[src/rtl/pc_pkg.sv]
// ---------------------------------------------------------------------------
// pc_pkg
//   Shared definitions for the fetch-stage program counter.
//   - pc_state_e : fetch state encoding (BOOT, FETCH, HALTED)
//   - PC_DEFAULT_WIDTH / PC_DEFAULT_STEP / PC_DEFAULT_RAS_DEPTH :
//     default parameter values used by program_counter
// ---------------------------------------------------------------------------
package pc_pkg;

  typedef enum logic [1:0] {
    ST_BOOT   = 2'd0,
    ST_FETCH  = 2'd1,
    ST_HALTED = 2'd2
  } pc_state_e;

  localparam int PC_DEFAULT_WIDTH     = 8;
  localparam int PC_DEFAULT_STEP      = 1;
  localparam int PC_DEFAULT_RAS_DEPTH = 4;

endpackage

[src/rtl/ras_stack.sv]
// ---------------------------------------------------------------------------
// ras_stack
//   Circular return-address stack of DEPTH entries, WIDTH bits each.
//   A push onto a full stack overwrites the oldest entry (the write pointer
//   simply keeps circling); a pop from an empty stack is ignored.
// Ports
//   clk        in   clock, rising edge
//   rst        in   synchronous active-high reset (empties the stack)
//   push       in   write push_data on top (has priority over pop)
//   pop        in   remove the top entry
//   push_data  in   WIDTH  value to push
//   top_data   out  WIDTH  current top entry (valid when !empty)
//   full       out  stack holds DEPTH entries
//   empty      out  stack holds no entries
// ---------------------------------------------------------------------------
module ras_stack #(
  parameter int DEPTH = 4,
  parameter int WIDTH = 8
) (
  input  logic             clk,
  input  logic             rst,
  input  logic             push,
  input  logic             pop,
  input  logic [WIDTH-1:0] push_data,
  output logic [WIDTH-1:0] top_data,
  output logic             full,
  output logic             empty
);

  localparam int PW = (DEPTH > 1) ? $clog2(DEPTH) : 1;
  localparam int CW = $clog2(DEPTH + 1);
  localparam logic [PW-1:0] PTR_LAST  = PW'(DEPTH - 1);
  localparam logic [CW-1:0] CNT_DEPTH = CW'(DEPTH);

  logic [WIDTH-1:0] mem_q [DEPTH];
  logic [WIDTH-1:0] mem_d [DEPTH];
  logic [PW-1:0]    ptr_q, ptr_d;
  logic [CW-1:0]    count_q, count_d;
  logic [PW-1:0]    top_idx;

  // ptr_q is the next free slot, so the top lives one slot behind it.
  assign top_idx  = (ptr_q == '0) ? PTR_LAST : ptr_q - 1'b1;
  assign top_data = mem_q[top_idx];
  assign full     = (count_q == CNT_DEPTH);
  assign empty    = (count_q == '0);

  always_comb begin
    mem_d   = mem_q;
    ptr_d   = ptr_q;
    count_d = count_q;
    if (push) begin
      mem_d[ptr_q] = push_data;
      ptr_d        = (ptr_q == PTR_LAST) ? '0 : ptr_q + 1'b1;
      // Count saturates: overflow discards the oldest entry.
      if (!full) count_d = count_q + 1'b1;
    end else if (pop && !empty) begin
      ptr_d   = top_idx;
      count_d = count_q - 1'b1;
    end
  end

  always_ff @(posedge clk) begin
    if (rst) begin
      ptr_q   <= '0;
      count_q <= '0;
    end else begin
      ptr_q   <= ptr_d;
      count_q <= count_d;
    end
  end

  // Storage needs no reset: entries are only read after being pushed.
  always_ff @(posedge clk) begin
    mem_q <= mem_d;
  end

endmodule

[src/rtl/program_counter.sv]
// ---------------------------------------------------------------------------
// program_counter
//   Fetch-stage program counter. Holds the current fetch address, presents it
//   to instruction memory with VALID/ACK, advances on accepted fetches,
//   redirects on branches and freezes on STALL or HALT.
//   Optional return-address stack enabled by defining macro PC_RAS_EN.
// Ports
//   CLK        in   clock, rising edge
//   R          in   synchronous active-high reset
//   STALL      in   downstream stall, blocks PC advance
//   BR_EN      in   branch/jump redirect request
//   BR_TARGET  in   WIDTH  redirect address
//   HALT       in   enter HALTED
//   ACK        in   imem accepted current fetch
//   CALL       in   push return address and jump (PC_RAS_EN only)
//   RET        in   pop return address into PC (PC_RAS_EN only)
//   PC         out  WIDTH  current fetch address
//   PC_NEXT    out  WIDTH  PC+STEP modulo 2^WIDTH
//   VALID      out  PC is a live fetch request
//   RAS_ERR    out  sticky stack underflow/overflow flag
// ---------------------------------------------------------------------------
module program_counter
  import pc_pkg::*;
#(
  parameter int WIDTH        = PC_DEFAULT_WIDTH,
  parameter int RESET_VECTOR = 0,
  parameter int STEP         = PC_DEFAULT_STEP,
  parameter int RAS_DEPTH    = PC_DEFAULT_RAS_DEPTH
) (
  input  logic             CLK,
  input  logic             R,
  input  logic             STALL,
  input  logic             BR_EN,
  input  logic [WIDTH-1:0] BR_TARGET,
  input  logic             HALT,
  input  logic             ACK,
  input  logic             CALL,
  input  logic             RET,
  output logic [WIDTH-1:0] PC,
  output logic [WIDTH-1:0] PC_NEXT,
  output logic             VALID,
  output logic             RAS_ERR
);

  localparam logic [WIDTH-1:0] RESET_PC = WIDTH'(RESET_VECTOR);
  localparam logic [WIDTH-1:0] STEP_W   = WIDTH'(STEP);

  pc_state_e        state_q, state_d;
  logic [WIDTH-1:0] pc_q, pc_d;

  // Truncation to WIDTH gives the modulo-2^WIDTH wrap.
  assign PC_NEXT = pc_q + STEP_W;
  assign PC      = pc_q;
  assign VALID   = (state_q == ST_FETCH);

`ifdef PC_RAS_EN
  logic             ras_push, ras_pop, ras_full, ras_empty;
  logic [WIDTH-1:0] ras_top;
  logic             ras_err_q, ras_err_d;

  ras_stack #(
    .DEPTH (RAS_DEPTH),
    .WIDTH (WIDTH)
  ) u_ras (
    .clk       (CLK),
    .rst       (R),
    .push      (ras_push),
    .pop       (ras_pop),
    .push_data (PC_NEXT),
    .top_data  (ras_top),
    .full      (ras_full),
    .empty     (ras_empty)
  );

  // Sticky error: any push into a full stack or pop from an empty one.
  always_comb begin
    ras_err_d = ras_err_q | (ras_push & ras_full) | (ras_pop & ras_empty);
  end

  always_ff @(posedge CLK) begin
    if (R) ras_err_q <= 1'b0;
    else   ras_err_q <= ras_err_d;
  end

  assign RAS_ERR = ras_err_q;
`else
  localparam int unused_ras_depth = RAS_DEPTH;
  logic unused_ras_inputs;
  assign unused_ras_inputs = CALL ^ RET;
  assign RAS_ERR = 1'b0;
`endif

  // Next-state / next-PC. Branch beats everything (a same-cycle ACK is lost),
  // then call/return, then halt, then an accepted, unstalled fetch.
  always_comb begin
    state_d = state_q;
    pc_d    = pc_q;
`ifdef PC_RAS_EN
    ras_push = 1'b0;
    ras_pop  = 1'b0;
`endif
    case (state_q)
      ST_BOOT: begin
        state_d = ST_FETCH;
      end
      ST_FETCH: begin
        if (BR_EN) begin
          pc_d = BR_TARGET;
`ifdef PC_RAS_EN
        end else if (CALL) begin
          ras_push = 1'b1;
          pc_d     = BR_TARGET;
        end else if (RET) begin
          ras_pop = 1'b1;
          pc_d    = ras_empty ? RESET_PC : ras_top;
`endif
        end else if (HALT) begin
          state_d = ST_HALTED;
        end else if (ACK && !STALL) begin
          pc_d = PC_NEXT;
        end
      end
      ST_HALTED: begin
        if (BR_EN) begin
          pc_d    = BR_TARGET;
          state_d = ST_FETCH;
        end
      end
      default: begin
        state_d = ST_BOOT;
      end
    endcase
  end

  always_ff @(posedge CLK) begin
    if (R) begin
      state_q <= ST_BOOT;
      pc_q    <= RESET_PC;
    end else begin
      state_q <= state_d;
      pc_q    <= pc_d;
    end
  end

endmodule

[config.mk]
export PLATFORM = sky130hd
export DESIGN_NAME = program_counter
export DESIGN_NICKNAME = d
export VERILOG_FILES = /design/src/rtl/pc_pkg.sv /design/src/rtl/ras_stack.sv /design/src/rtl/program_counter.sv
export SDC_FILE = /design/constraint.sdc
export NUM_CORES = 1
export LEC_CHECK = 0
export ABC_AREA = 1
export CAP_MARGIN = 40
export CORE_UTILIZATION = 45
export CTS_BUF_LIST = sky130_fd_sc_hd__clkbuf_8
export CTS_CLUSTER_SIZE = 25
export DETAILED_ROUTE_END_ITERATION = 12
export PLACE_DENSITY = 0.87
export SYNTH_ARGS = -nofsm -noshare
export SYNTH_HDL_FRONTEND = slang
export SYNTH_SLANG_ARGS = --single-unit
[constraint.sdc]
create_clock -name CLK -period 3.2 [get_ports CLK]
set_clock_uncertainty 0.1 [all_clocks]
set_input_delay 0.64 -clock CLK [delete_from_list [all_inputs] [get_ports CLK]]
set_output_delay 0.64 -clock CLK [all_outputs]
set_load 0.05 [all_outputs]
======== Word-level counts from Yosys, hierarchy flattened ========
Index checks and enable logic that the tools add are counted.
Widths: inputs -> output; s select.
storage, ports and cells
  register bits after elaboration ......... 10
  bits of input ports ..................... 16
  output and inout bits ................... 18
  logic and storage cells ................. 25
cells by class
  add/sub/neg operators ................... 1
  eq/ne operators ......................... 7
  multiplexer cells ....................... 9
  reduce and logical (&&, ||, !) cells .... 6
operator list
  operator             count
  $mux 8               4
  $pmux 8 s2           1
  $add 8x1->8 const B  1
  $mux 2               3
  $ne 2x2->1 const B   3
  $pmux 2 s3           1
  $reduce_and 4->1     1
  $ne 3x2->1 const B   1
  $ne 3x3->1 const B   1
  $reduce_and 3->1     1
  $eq 2x1->1 const B   1
  $eq 2x2->1 const B   1
  $logic_not 2->1      1
  $reduce_bool 2->1    1
  $logic_and 1x1->1    1
  $logic_not 1->1      1

======== Depth between registers and ports, before layout ========
  word-level depth ........................ 6
  depth in mapped cells ................... 9
  depth with buffers taken out ............ 9

======== Worst setup path after synthesis ========
OpenSTA, ideal clock, no wires.
  path type ............................... flip-flop to output port
  from .................................... register pc_q[0] (netlist: PC[0])
  to ...................................... output port PC_NEXT[7]
  data arrival time ....................... 1771 ps
  required time ........................... 2460 ps
  path slack .............................. 689 ps
  cell stages (with the launch flop) ...... 5
  path buffers ............................ 0
  path through ............................ dfxtp_1 > inv_1 > nor2_2 > nand3_1 > nand2_1
on the way
  cells in the longest elaborated chain, start to end .. 1
RTL lines
  element                 line                    text
  from (decl)             program_counter.sv:49   logic [WIDTH-1:0] pc_q, pc_d;
  from (signal assigned)  program_counter.sv:141  pc_q <= pc_d;
  $add 8x1->8             program_counter.sv:52   assign PC_NEXT = pc_q + STEP_W;
  to (decl)               program_counter.sv:40   output logic [WIDTH-1:0] PC_NEXT,
Every way passes these cells.

======== Worst setup path after layout ========
  from .................................... register pc_q[0] (netlist: PC[0])
  to ...................................... output port PC_NEXT[4]
The elaborated chain is that of the path after synthesis.

==> metrics.yaml <==
status: "complete, no violations"
avgSynthCellArea_um2: 6.08
max_freq_mhz: 359
slew_violations: 0
ctsHtreeMaxLevel: 1
vdd_ir_drop_max_uv: 527
hold-path-cell-count: 2
detailedPlace.worstSlack_ns: 0.682
placedCellCount: 164
critical_path_arrival_ns: 2.05
track_usage_pct: 23.7
die_w_um: 42.1
drv_cap: 0
end_kind: "output pin"
fin_nets: 174
hold_path_class: "reg2reg"
setup_tns_ns: 0
first_iter_violations: 25
viasPerCell: 5.13
place_congestion: 0.839
synth-compound-area-share_pct: 12.8
synthArstFlopShare_pct: 0
synthAdderAreaFrac_pct: 8.65
synth_top_family_by_area: "simple AND/OR/NAND/NOR gates"
worst-path-max-fanout: 5
yosys.area.top_type: "dfxtp_1"
areaGrowthSynthToFinish_pct: 50.9
start_util_pct: 48.0
dieArea_um2: 1770
antenna_found_initial: 0
cpMaxStageDelayCell: "clkdlybuf4s50_1"
rows: 14
cp.depth: 5
rsz0062_at_grt: "false"
instances_no_fill: 168
r2r_slack_ns: 1.45
diodes: 0
yosysTopAreaCellShare_pct: 27.7
worst_slew_pin_slew_ns: 0.572
synth_edf_count: 0
wl_per_cell_um: 11.8
synthSimpleGateAreaFrac_pct: 38.6
hpwl_um: 1430
min_period_over_period_pct: 87.1
grt_pass1_vias: 781
postCtsHoldBufs: 0
netlist_instances: 119
ys_ff_latch: 10
fin_ws_ns: 0.412
required_ns: 2.46
crit_chain: "ha_1, nand3_1, xor2_1, inv_1, clkdlybuf4s50_1"
grt_max_degree: 10
cts-root-buf: "clkbuf_8"
synth.distinct_cells: 17
die-height_um: 42.1
drive_gt1_share_pct: 7.24
synthTopCellsByCount: "35 x nand2_1, 15 x inv_1, 14 x nor2_1"
cpPeakStageDelay_ns: 0.79
syn_nets: 140
clk_path_buf_depth: 2
route.antenna.remaining_nets: 0
synthMostInstantiatedCell: "nand2_1"
final_util_pct: 72.4
maxSlewHeadroom_pct: 61.7
ys_warn_count: 0
p_leak_uw: 0.000521
cts_buffers: 3
coreArea_um2: 1510
powerDensity_nw_per_um2: 1030
cts_setup_buffers: 0
period_needed_ns: 2.79
cts_tree: "built"
io_buffer_count: 30
synth_xor_area_share_pct: 2.42
critPathLaunchType: "register"
io_pins: 34
clkTransAtPathRegs_ns: 0.06
routed_wl_um: 1980
synth_mux_area_share_pct: 0
drcViolationCount: 0
critPathKind: "reg2out"
grt_pass1_wl_um: 3250
critical_path.top_delay_family: "buffers and inverters"
post_cts_resized: 0
netlist_area_um2: 723
worst-path-buf-inv: 2
firstDrtPassIters: 4
setup_viol: 0
cts_sinks: 10
grt-ovfl-total: 0
hold_viol: 0
clk_latency_ns: 0.24
seq_area_frac_synth_pct: 27.7
vias: 862
reg2reg_depth: 6
synthTopCellsByArea: "dfxtp_1 28%, nand2_1 18%, ha_1 8.7%, inv_1 7.8%, o21ai_0 7.6%"
synthFlopType: "dfxtp_1"
## cell families (layout without fill, tap and decap cells)
logic type,after synthesis,after routing
AND/OR/NAND/NOR,66,66
AO/OA/AOI/OAI,18,18
buffers and inverters,17,50
flip-flops,10,10
adder cells (fa/ha/maj),5,5
XOR/XNOR,2,2
other,1,1
## worst register-to-register path: cells and delay by family, from the launching register on
family                   cells  cell delay [ns]
AND/OR/NAND/NOR              2             0.60
flip-flops                   1             0.38
buffers and inverters        1             0.10
adder cells (fa/ha/maj)      1             0.27
AO/OA/AOI/OAI                2             0.18
## per-stage QoR
step,hold slack (ns),total power [uW],cell area (um2)
after floorplan,0.394,740,723
after global placement,0.412,944,1040
after detailed placement,0.437,960,1040
after CTS,0.442,1130,1090
after global routing,0.478,1190,1090
final,0.442,1130,1090
## power by group
group	total (uW)	internal [uW]	switching [uW]	leakage (uW)
logic	744	239	504	0.000410
clock network	165	109	56.2	0.0000288
registers	219	170	49.1	0.0000827
total	1130	518	610	0.000521
## state kept, by name (all words and copies together), names as in the netlist
signal	flops
PC	8
state_q	2
## layout make-up
type | instances | area [um2]
Clock buffer | 4 | 55.1
Sequential cell | 10 | 200
Tap cell | 16 | 20.0
Multi-Input combinational cell | 92 | 455
Inverter | 16 | 60.1
Fill cell | 127 | 415
Timing Repair Buffer | 30 | 300
## layout by cell type (no fill, tap or decap)
cell,n
nor2_2,1
nand2_2,1
nor2_1,14
o21ai_0,11
inv_1,15
xor2_1,2
nand2_1,35
clkbuf_8,4
nand3b_1,1
a211oi_1,1
a21oi_1,6
inv_2,1
conb_1,1
clkdlybuf4s50_1,30
ha_1,5
or2_2,4
dfxtp_1,10
nand3_1,10
## layer usage
layer / vias up / wire length (um) / share of wire (%) / global-route usage [%]
met2: 30 / 1020 / 51 / 41.6
met1: 390 / 814 / 41 / 27.6
met4: 0 / 30 / 1.5 / 13.1
met5: - / 0 / 0 / 0
met3: 5 / 115 / 5.8 / 3.02
li1: 437 / - / - / -
## path summary, 6_finish.rpt
kind / start / to
worst max-delay path: PC[0] / PC_NEXT[4]
worst min-delay path: PC[0] / PC[0]
worst min register to register: PC[0] / PC[0]
worst max register to register: state_q[0] / PC[3]
No activity file was read; power rests on OpenSTA's default activity.
